--- config.mk ---
export PLATFORM = sky130hd
export DESIGN_NAME = pq_ingress_flat
export DESIGN_NICKNAME = d
export VERILOG_FILES = /design/src/rtl/pq_ingress_if.sv /design/src/rtl/pq_ingress.sv /design/src/flat_wrapper.sv
export SDC_FILE = /design/constraint.sdc
export NUM_CORES = 1
export LEC_CHECK = 0
export BUFFER_PORTS_ARGS = -buffer_cell sky130_fd_sc_hd__buf_2
export CORE_ASPECT_RATIO = 0.5
export CORE_MARGIN = 2
export CORE_UTILIZATION = 49
export CTS_CLUSTER_SIZE = 16
export DETAILED_ROUTE_END_ITERATION = 16
export PLACE_DENSITY = 0.78
export SETUP_SLACK_MARGIN = 0.05
export SYNTH_ARGS = -nofsm -noshare
export SYNTH_HDL_FRONTEND = slang
export SYNTH_SLANG_ARGS = --single-unit
export TNS_END_PERCENT = 50
--- constraint.sdc ---
create_clock -name clk_i -period 2.7 [get_ports clk_i]
set_clock_uncertainty 0.15 [all_clocks]
set_input_delay 0.135 -clock clk_i [delete_from_list [all_inputs] [get_ports clk_i]]
set_output_delay 0.135 -clock clk_i [all_outputs]
set_load 0.02 [all_outputs]
--- src/rtl/pq_ingress_if.sv ---
// pq_ingress_if: ingress, push and ID-release signals of pq_ingress
interface pq_ingress_if #(
  parameter int DATA_WIDTH = 16,
  parameter int ID_WIDTH   = 3
);
  logic                         in_valid_i;
  logic                         in_ready_o;
  logic [DATA_WIDTH-1:0]        in_data_i;
  logic                         push_o;
  logic [DATA_WIDTH+ID_WIDTH-1:0] push_cell_o;
  logic                         push_ready_i;
  logic                         free_valid_i;
  logic [ID_WIDTH-1:0]          free_id_i;
  logic [ID_WIDTH-1:0]          occupancy_o;
  logic                         full_o;
  logic                         err_o;
  modport master (
    output in_valid_i, in_data_i, push_ready_i, free_valid_i, free_id_i,
    input  in_ready_o, push_o, push_cell_o, occupancy_o, full_o, err_o
  );
  modport slave (
    input  in_valid_i, in_data_i, push_ready_i, free_valid_i, free_id_i,
    output in_ready_o, push_o, push_cell_o, occupancy_o, full_o, err_o
  );
endinterface

--- src/rtl/pq_ingress.sv ---
// pq_ingress: tags incoming data with the lowest free ID and stages it toward the priority queue
module pq_ingress #(
  parameter int QUEUE_DEPTH = 3,
  parameter int DATA_WIDTH  = 16,
  parameter int ID_WIDTH    = $clog2(QUEUE_DEPTH) + 1
) (
  input logic         clk_i,
  input logic         rst_i,
  pq_ingress_if.slave bus
);
  localparam int N = 2 ** ID_WIDTH;
  localparam logic [ID_WIDTH-1:0] DEPTH = ID_WIDTH'(QUEUE_DEPTH);
  logic [N-1:0]                   r_map;
  logic [ID_WIDTH-1:0]            r_cnt;
  logic                           r_full;
  logic                           r_err;
  logic                           r_valid;
  logic [DATA_WIDTH+ID_WIDTH-1:0] r_cell;
  logic [ID_WIDTH-1:0]            w_id;
  logic                           w_ready;
  logic                           w_accept;
  logic                           w_free;
  logic [N-1:0]                   w_set;
  logic [N-1:0]                   w_clr;
  logic [ID_WIDTH-1:0]            w_cnt_nxt;
  always_comb begin
    w_id = '0;
    for (int k = N - 1; k >= 0; k--)
      if (!r_map[k]) w_id = ID_WIDTH'(k);
  end
  assign w_ready   = !rst_i && (r_cnt < DEPTH) && (!r_valid || bus.push_ready_i);
  assign w_accept  = bus.in_valid_i && w_ready;
  assign w_free    = bus.free_valid_i && r_map[bus.free_id_i];
  // the allocated bit is clear and the freed bit is set, so they never collide
  assign w_set     = w_accept ? N'(1) << w_id : '0;
  assign w_clr     = w_free ? N'(1) << bus.free_id_i : '0;
  assign w_cnt_nxt = r_cnt + ID_WIDTH'(w_accept) - ID_WIDTH'(w_free);
  always_ff @(posedge clk_i) begin
    if (rst_i) begin
      r_map   <= '0;
      r_cnt   <= '0;
      r_full  <= 1'b0;
      r_err   <= 1'b0;
      r_valid <= 1'b0;
      r_cell  <= '0;
    end else begin
      r_map  <= (r_map | w_set) & ~w_clr;
      r_cnt  <= w_cnt_nxt;
      r_full <= w_cnt_nxt == DEPTH;
      r_err  <= bus.free_valid_i && !r_map[bus.free_id_i];
      if (w_accept) begin
        r_valid <= 1'b1;
        r_cell  <= {bus.in_data_i, w_id};
      end else if (bus.push_ready_i) begin
        r_valid <= 1'b0;
      end
    end
  end
  assign bus.in_ready_o  = w_ready;
  assign bus.push_o      = r_valid;
  assign bus.push_cell_o = r_cell;
  assign bus.occupancy_o = r_cnt;
  assign bus.full_o      = r_full;
  assign bus.err_o       = r_err;
endmodule
--- src/flat_wrapper.sv ---
// flat-port wrapper written by rule: the top's interface ports become plain ports
module pq_ingress_flat 
#(
  parameter int QUEUE_DEPTH = 3,
  parameter int DATA_WIDTH  = 16,
  parameter int ID_WIDTH    = $clog2(QUEUE_DEPTH) + 1
)
  (clk_i, rst_i, bus_in_valid_i, bus_in_data_i, bus_push_ready_i, bus_free_valid_i, bus_free_id_i, bus_in_ready_o, bus_push_o, bus_push_cell_o, bus_occupancy_o, bus_full_o, bus_err_o);
  pq_ingress_if #(.DATA_WIDTH(DATA_WIDTH), .ID_WIDTH(ID_WIDTH)) bus_i ();
  input logic clk_i;
  input logic rst_i;
  input wire logic [$bits(bus_i.in_valid_i)-1:0] bus_in_valid_i;
  input wire logic [$bits(bus_i.in_data_i)-1:0] bus_in_data_i;
  input wire logic [$bits(bus_i.push_ready_i)-1:0] bus_push_ready_i;
  input wire logic [$bits(bus_i.free_valid_i)-1:0] bus_free_valid_i;
  input wire logic [$bits(bus_i.free_id_i)-1:0] bus_free_id_i;
  output wire logic [$bits(bus_i.in_ready_o)-1:0] bus_in_ready_o;
  output wire logic [$bits(bus_i.push_o)-1:0] bus_push_o;
  output wire logic [$bits(bus_i.push_cell_o)-1:0] bus_push_cell_o;
  output wire logic [$bits(bus_i.occupancy_o)-1:0] bus_occupancy_o;
  output wire logic [$bits(bus_i.full_o)-1:0] bus_full_o;
  output wire logic [$bits(bus_i.err_o)-1:0] bus_err_o;
  assign bus_i.in_valid_i = bus_in_valid_i;
  assign bus_i.in_data_i = bus_in_data_i;
  assign bus_i.push_ready_i = bus_push_ready_i;
  assign bus_i.free_valid_i = bus_free_valid_i;
  assign bus_i.free_id_i = bus_free_id_i;
  assign bus_in_ready_o = bus_i.in_ready_o;
  assign bus_push_o = bus_i.push_o;
  assign bus_push_cell_o = bus_i.push_cell_o;
  assign bus_occupancy_o = bus_i.occupancy_o;
  assign bus_full_o = bus_i.full_o;
  assign bus_err_o = bus_i.err_o;
  pq_ingress #(.QUEUE_DEPTH(QUEUE_DEPTH), .DATA_WIDTH(DATA_WIDTH), .ID_WIDTH(ID_WIDTH)) u_core (.clk_i(clk_i), .rst_i(rst_i), .bus(bus_i));
endmodule
==> metrics.yaml, run 1 <==
sta:
  hold_viol: 0
  period_minus_slack_ps: 2570
  rsz0062_at_grt: "no"
  worst_pin_slew_ps: 408
  setup_violations: 0
  fmax_mhz: 389
  tns_ps: 0
  fin_crit_sh_pct: 95.1
  hold_ws_ps: 54.0
  relSlewSlack_pct: 72.8
  final-max-slew-violation-count: 0
  setup_slack_ps: 131
setup_path:
  path_class: "flop to flop"
  path_max_fanout: 6
  critPathRequiredTime_ps: 2730
  cp.arrival_ps: 2590
  r2r_setup_slack_ps: 130
  worst_setup_path_start_kind: "flop"
  end_kind: "flop"
grt:
  antenna_found_initial: 0
  grt_pass1_vias: 1156
  track_usage_pct: 20.7
  grt_max_degree: 34
  grt_overflow: 0
  grt_pass1_wl_um: 5300
place:
  placedCellCount: 244
  gp_congestion: 0.940
  pre_cts_ws_ps: 99.8
  placed_cell_area_um2: 1700
  hpwl_um: 2320
  portBuffers: 49
drt:
  drc_errors: 0
  antenna_left: 0
  drt-initial-drc-count: 79
  avgRoutedWirePerCell_um: 13.3
  routed_wl_um: 3590
  via_per_inst: 5.25
  drtPass1Iterations: 5
  vias: 1417
die:
  start_util_pct: 53.6
  dieHeight_um: 42.4
  die_area_um2: 3430
  placementRows: 13
  core_area_um2: 2700
  io-pin-count: 50
  die_w_um: 80.9
min_path:
  hold_class: "input pin to flop"
synthesis:
  ys_seq_area_share_pct: 45.6
  synth.most_common_cell: "nand2_1"
  synth_top_family_by_area: "simple AND/OR/NAND/NOR gates"
  synth_top_area_share_pct: 45.6
  synth_edf_count: 0
  synthSimpleGateAreaFrac_pct: 23.0
  ys_warn_count: 0
  synthMuxAreaShare_pct: 3.80
  synth_cells: 165
  syn_area_um2: 1450
  yosys_register_bits: 33
  synthFlopType: "dfxtp_1"
  ys_types: 38
  postSynth.asyncResetShare_pct: 0
  yosysTopAreaCell: "dfxtp_1"
  synth-compound-area-share_pct: 16.2
  synth.top_cells.by_count: "nand2_1 (40), dfxtp_1 (33), a21oi_1 (20)"
  avgSynthCellArea_um2: 8.77
  synth_area_leaders: "dfxtp_1 (46%), nand2_1 (10%), a21oi_1 (6.9%), mux4_2 (3.1%), ha_1 (2.6%)"
  synthAdderAreaFrac_pct: 3.98
  synth_nets: 193
  synth-xor-area-share_pct: 0.605
layout:
  fillCellCount: 203
  regArea_um2: 669
  postLayoutCellArea_um2: 1970
  area_growth_pct: 35.9
  multiInputGateArea_um2: 688
  drive_above_1_share_pct: 32.2
  diodes: 0
  fin_util_pct: 72.8
  fin_nets: 260
  finalNonFillerCells: 270
clock_network:
  cts_tree: "done"
  clkTransAtPathRegs_ps: 70
  cts_inserted_buffers: 5
  clockBufferDepth: 2
  cts.sinks: 33
  clock_latency_ps: 280
  cts_root_buffer: "clkbuf_8"
  h-tree-depth: 2
pwr:
  seqPwrFrac_pct: 48.6
  peakVddDrop_uv: 270
  p_sw_uw: 311
  cellPowerDensity_nw_per_um2: 553
  p_total_mw: 1.09
  p_int_uw: 777
  combPwrFrac_pct: 18.5
  swShare_pct: 28.6
  leakagePower_nw: 0.886
  clockPowerShare_pct: 32.8
status:
  status: "completed"
flow_run:
  max_cap_violations: 0
==> cells in the final DEF, fill, tap and decap left out, types with 4 or more instances in the layout <==
cell	instances
nor2_1	8
dfxtp_1	28
a21oi_1	20
inv_1	5
nor2b_1	4
a31oi_1	4
dfxtp_2	4
nand2_1	40
clkbuf_8	5
buf_2	49
o21ai_1	4
buf_4	7
dlygate4sd3_1	16
==> worst paths after layout <==
| kind | from | end | depth (start not counted) |
|---|---|---|---|
| worst max register to register | u_core.r_map[6]$_SDFF_PP0_ | u_core.bus.full_o$_SDFF_PP0_ | 10 |
| worst max-delay path | u_core.r_map[6]$_SDFF_PP0_ | u_core.bus.full_o$_SDFF_PP0_ | 10 |
| worst min-delay path | bus_push_ready_i | u_core.bus.push_o$_SDFFE_PP0P_ | 3 |
| worst min register to register | u_core.bus.push_cell_o[1]$_SDFFE_PP0P_ | u_core.bus.push_cell_o[1]$_SDFFE_PP0P_ | 2 |
==> critical path, cell delays in order, from the launching register on <==
cell and delay (ps):
dfxtp_2 350, mux4_2 460, mux2i_1 210, nor2b_1 80
ha_1 270, inv_1 60, ha_1 140, inv_1 50
fa_1 470, nor2_1 40, and3_1 190
==> cells by family (layout without fill, tap and decap cells) <==
group,count (synthesis),in the layout
AOI/OAI and AO/OA,36,36
xor gates and xnor gates,1,1
adders and majority gates,4,4
buffers and inverters,18,86
DFF,33,33
muxes,3,3
and+or+nand+nor,70,70
==> per-layer routing <==
metal,part of all wire (%),track usage [%]
met1,44,26.5
met2,46,32.2
met3,8.5,6.68
met4,1.2,8.14
met5,0,0
==> power groups by stage <==
stage / Combinational (mW) / Sequential, mW / Clock, mW
after floorplan: 0.0922 / 0.570 / 0
final: 0.202 / 0.529 / 0.357
after global routing: 0.219 / 0.532 / 0.389
after detailed placement: 0.182 / 0.541 / 0
after CTS: 0.200 / 0.530 / 0.363
after global placement: 0.177 / 0.539 / 0
==> cell type report <==
cell class                      instances  share of cell area, %
Multi-Input combinational cell        114                   35.0
Inverter                                6                   1.15
Sequential cell                        33                   34.0
Clock inverter                          2                  0.509
Clock buffer                            6                   3.69
Timing Repair Buffer                   72                   23.3
Tap cell                               37                   2.35
==> flip-flops by register name (all words and copies together), names as in the netlist <==
signal and flops:
u_core.bus.occupancy_o 3, u_core.r_map 8, u_core.bus.err_o 1, u_core.bus.full_o 1, u_core.bus.push_o 1, u_core.bus.push_cell_o 19
==> timing repair <==
| action | 4_1_cts | 5_1_grt |
|---|---|---|
| setup buffers | 0 | 2 |
| endpoints found under the setup margin | 0 | 1 |
| hold buffers | 16 | 0 |
| endpoints found under the hold margin | 16 | 0 |
| gates resized for setup | 0 | 6 |
No activity file was read; power rests on OpenSTA's default activity.
==> inputs of run 2 (changes only) <==
--- a/config.mk
+++ b/config.mk
@@ -11,6 +11,7 @@
 export CORE_UTILIZATION = 49
 export CTS_CLUSTER_SIZE = 16
 export DETAILED_ROUTE_END_ITERATION = 16
+export MAX_ROUTING_LAYER = met4
 export PLACE_DENSITY = 0.78
 export SETUP_SLACK_MARGIN = 0.05
 export SYNTH_ARGS = -nofsm -noshare
==> run 2 against run 1 <==
Setup slack better by 30 ps. Maximum frequency rose by 1.2%. Count of clock-buffer cells in the layout did not move. Die area did not move. Hold slack improved by 9.3 ps.
==> metrics.yaml, run 2 (synthesis results as in run 1) <==
grt:
  grt_max_degree: 34
  grt_overflow: 0
  grt_pass1_vias: 1274
  antenna_found_initial: 0
  track_usage_pct: 21.8
  grt_pass1_wl_um: 5580
layout:
  drive_above_1_share_pct: 31.2
  largest_reg_flops: 19
  finalNonFillerCells: 268
  fin_nets: 258
  layout_commonest_cell: "buf_2"
  fin_util_pct: 72.2
  final_cell_mix: "buf_2 (49), nand2_1 (40), dfxtp_1 (29), a21oi_1 (20), dlygate4sd3_1 (16)"
  diodes: 0
  area_growth_pct: 34.6
setup_path:
  r2r_end: "u_core.bus.full_o$_SDFF_PP0_"
  path_class: "flop to flop"
  cp.arrival_ps: 2560
  worst_setup_path_start_kind: "flop"
  r2r_setup_slack_ps: 160
  worst-r2r-cell-count: 10
  path_max_fanout: 5
  end_kind: "flop"
  critPathRequiredTime_ps: 2720
  r2r-start: "u_core.r_map[7]$_SDFF_PP0_"
sta:
  period_minus_slack_ps: 2540
  final-max-slew-violation-count: 0
  setup_violations: 0
  hold_viol: 0
  relSlewSlack_pct: 71.4
  rsz0062_at_grt: "no"
  worst_pin_slew_ps: 429
  fmax_mhz: 394
  tns_ps: 0
  fin_crit_sh_pct: 94.0
die:
  start_util_pct: 53.6
  core_area_um2: 2700
  io-pin-count: 50
  die_area_um2: 3430
  placementRows: 13
  dieHeight_um: 42.4
  die_w_um: 80.9
pwr:
  leakagePower_nw: 0.874
  cellPowerDensity_nw_per_um2: 553
  peakVddDrop_uv: 316
flow_run:
  max_cap_violations: 0
place:
  portBuffers: 49
  hpwl_um: 2220
  gp_congestion: 0.959
  placedCellCount: 244
clock_network:
  clock_latency_ps: 280
  clkTransAtPathRegs_ps: 70
  h-tree-depth: 2
  cts_root_buffer: "clkbuf_8"
  cts_tree: "done"
  clockBufferDepth: 2
  cts_inserted_buffers: 5
  cts.sinks: 33
  postCtsSetupRepairBufs: 0
drt:
  vias: 1388
  drc_errors: 0
  via_per_inst: 5.18
  drt-initial-drc-count: 57
  drtPass1Iterations: 4
  avgRoutedWirePerCell_um: 13.0
  routed_wl_um: 3500
  antenna_left: 0
min_path:
  hp-start: "bus_free_valid_i"
  hold_class: "input pin to flop"
  holdPathEnd: "u_core.bus.err_o$_SDFF_PP0_"
  holdPathStages: 2
status:
  status: "completed"
[run 2: power breakdown]
part	leakage (nW)	switching, mW	internal [mW]
Sequential	0.271	0.0166	0.513
Clock	0.0450	0.170	0.178
Combinational	0.559	0.114	0.0858
Total	0.874	0.300	0.777
[run 2: layer usage]
layer	wire, µm	track usage (%)	vias to the layer above
li1	-	-	691
met1	1590	26.3	648
met2	1660	34.7	47
met3	237	7.97	2
met4	14	5.42	0
met5	0	-	-
[run 2: cell type report]
class                   count  area, µm²
well taps                  37       46.3
repair buffers             70        443
fillers                   216        752
clock buffers               6       72.6
multi-input cells         114        688
inverters                   6       22.5
clock inverters             2       10.0
flip-flops and latches     33        666
[run 2: per-stage QoR]
stage               setup WS, ps  hold WS (ps)  instance area [µm²]  power (mW)
floorplan                    222           121                 1450       0.663
detailed placement           131           233                 1700       0.720
CTS                          137          59.9                 1940        1.09
global placement             226           227                 1700       0.715
finish                       161          63.3                 1950        1.08
global route                59.7          65.4                 1950        1.14
[run 2: critical path: stages (launching register included)]
cell and delay, ps:
dfxtp_2 340, mux4_2 470, mux2i_1 190, nor2b_1 70
ha_1 270, inv_1 60, ha_1 130, inv_1 50
fa_1 480, nor2_1 50, and3_1 190
[run 2: how the worst max path moves through the flow]
stage | startpoint | end | cells past startpoint | slack, ps
3_3_place_gp | bus_free_id_i[0] | u_core.bus.full_o$_SDFF_PP0_ | 11 | 230
6_report | u_core.r_map[7]$_SDFF_PP0_ | u_core.bus.full_o$_SDFF_PP0_ | 10 | 160
2_1_floorplan | u_core.r_map[4]$_SDFF_PP0_ | u_core.bus.full_o$_SDFF_PP0_ | 11 | 220
5_1_grt | u_core.r_map[7]$_SDFF_PP0_ | u_core.bus.full_o$_SDFF_PP0_ | 10 | 60
3_5_place_dp | bus_free_id_i[0] | u_core.bus.full_o$_SDFF_PP0_ | 11 | 130
4_1_cts | u_core.r_map[5]$_SDFF_PP0_ | u_core.bus.full_o$_SDFF_PP0_ | 10 | 140
[run 2: what timing repair did]
action | 4_1_cts | 5_1_grt
gates resized for setup | 0 | 4
endpoints found under the setup margin | 0 | 1
hold buffers | 16 | 0
endpoints found under the hold margin | 16 | 0
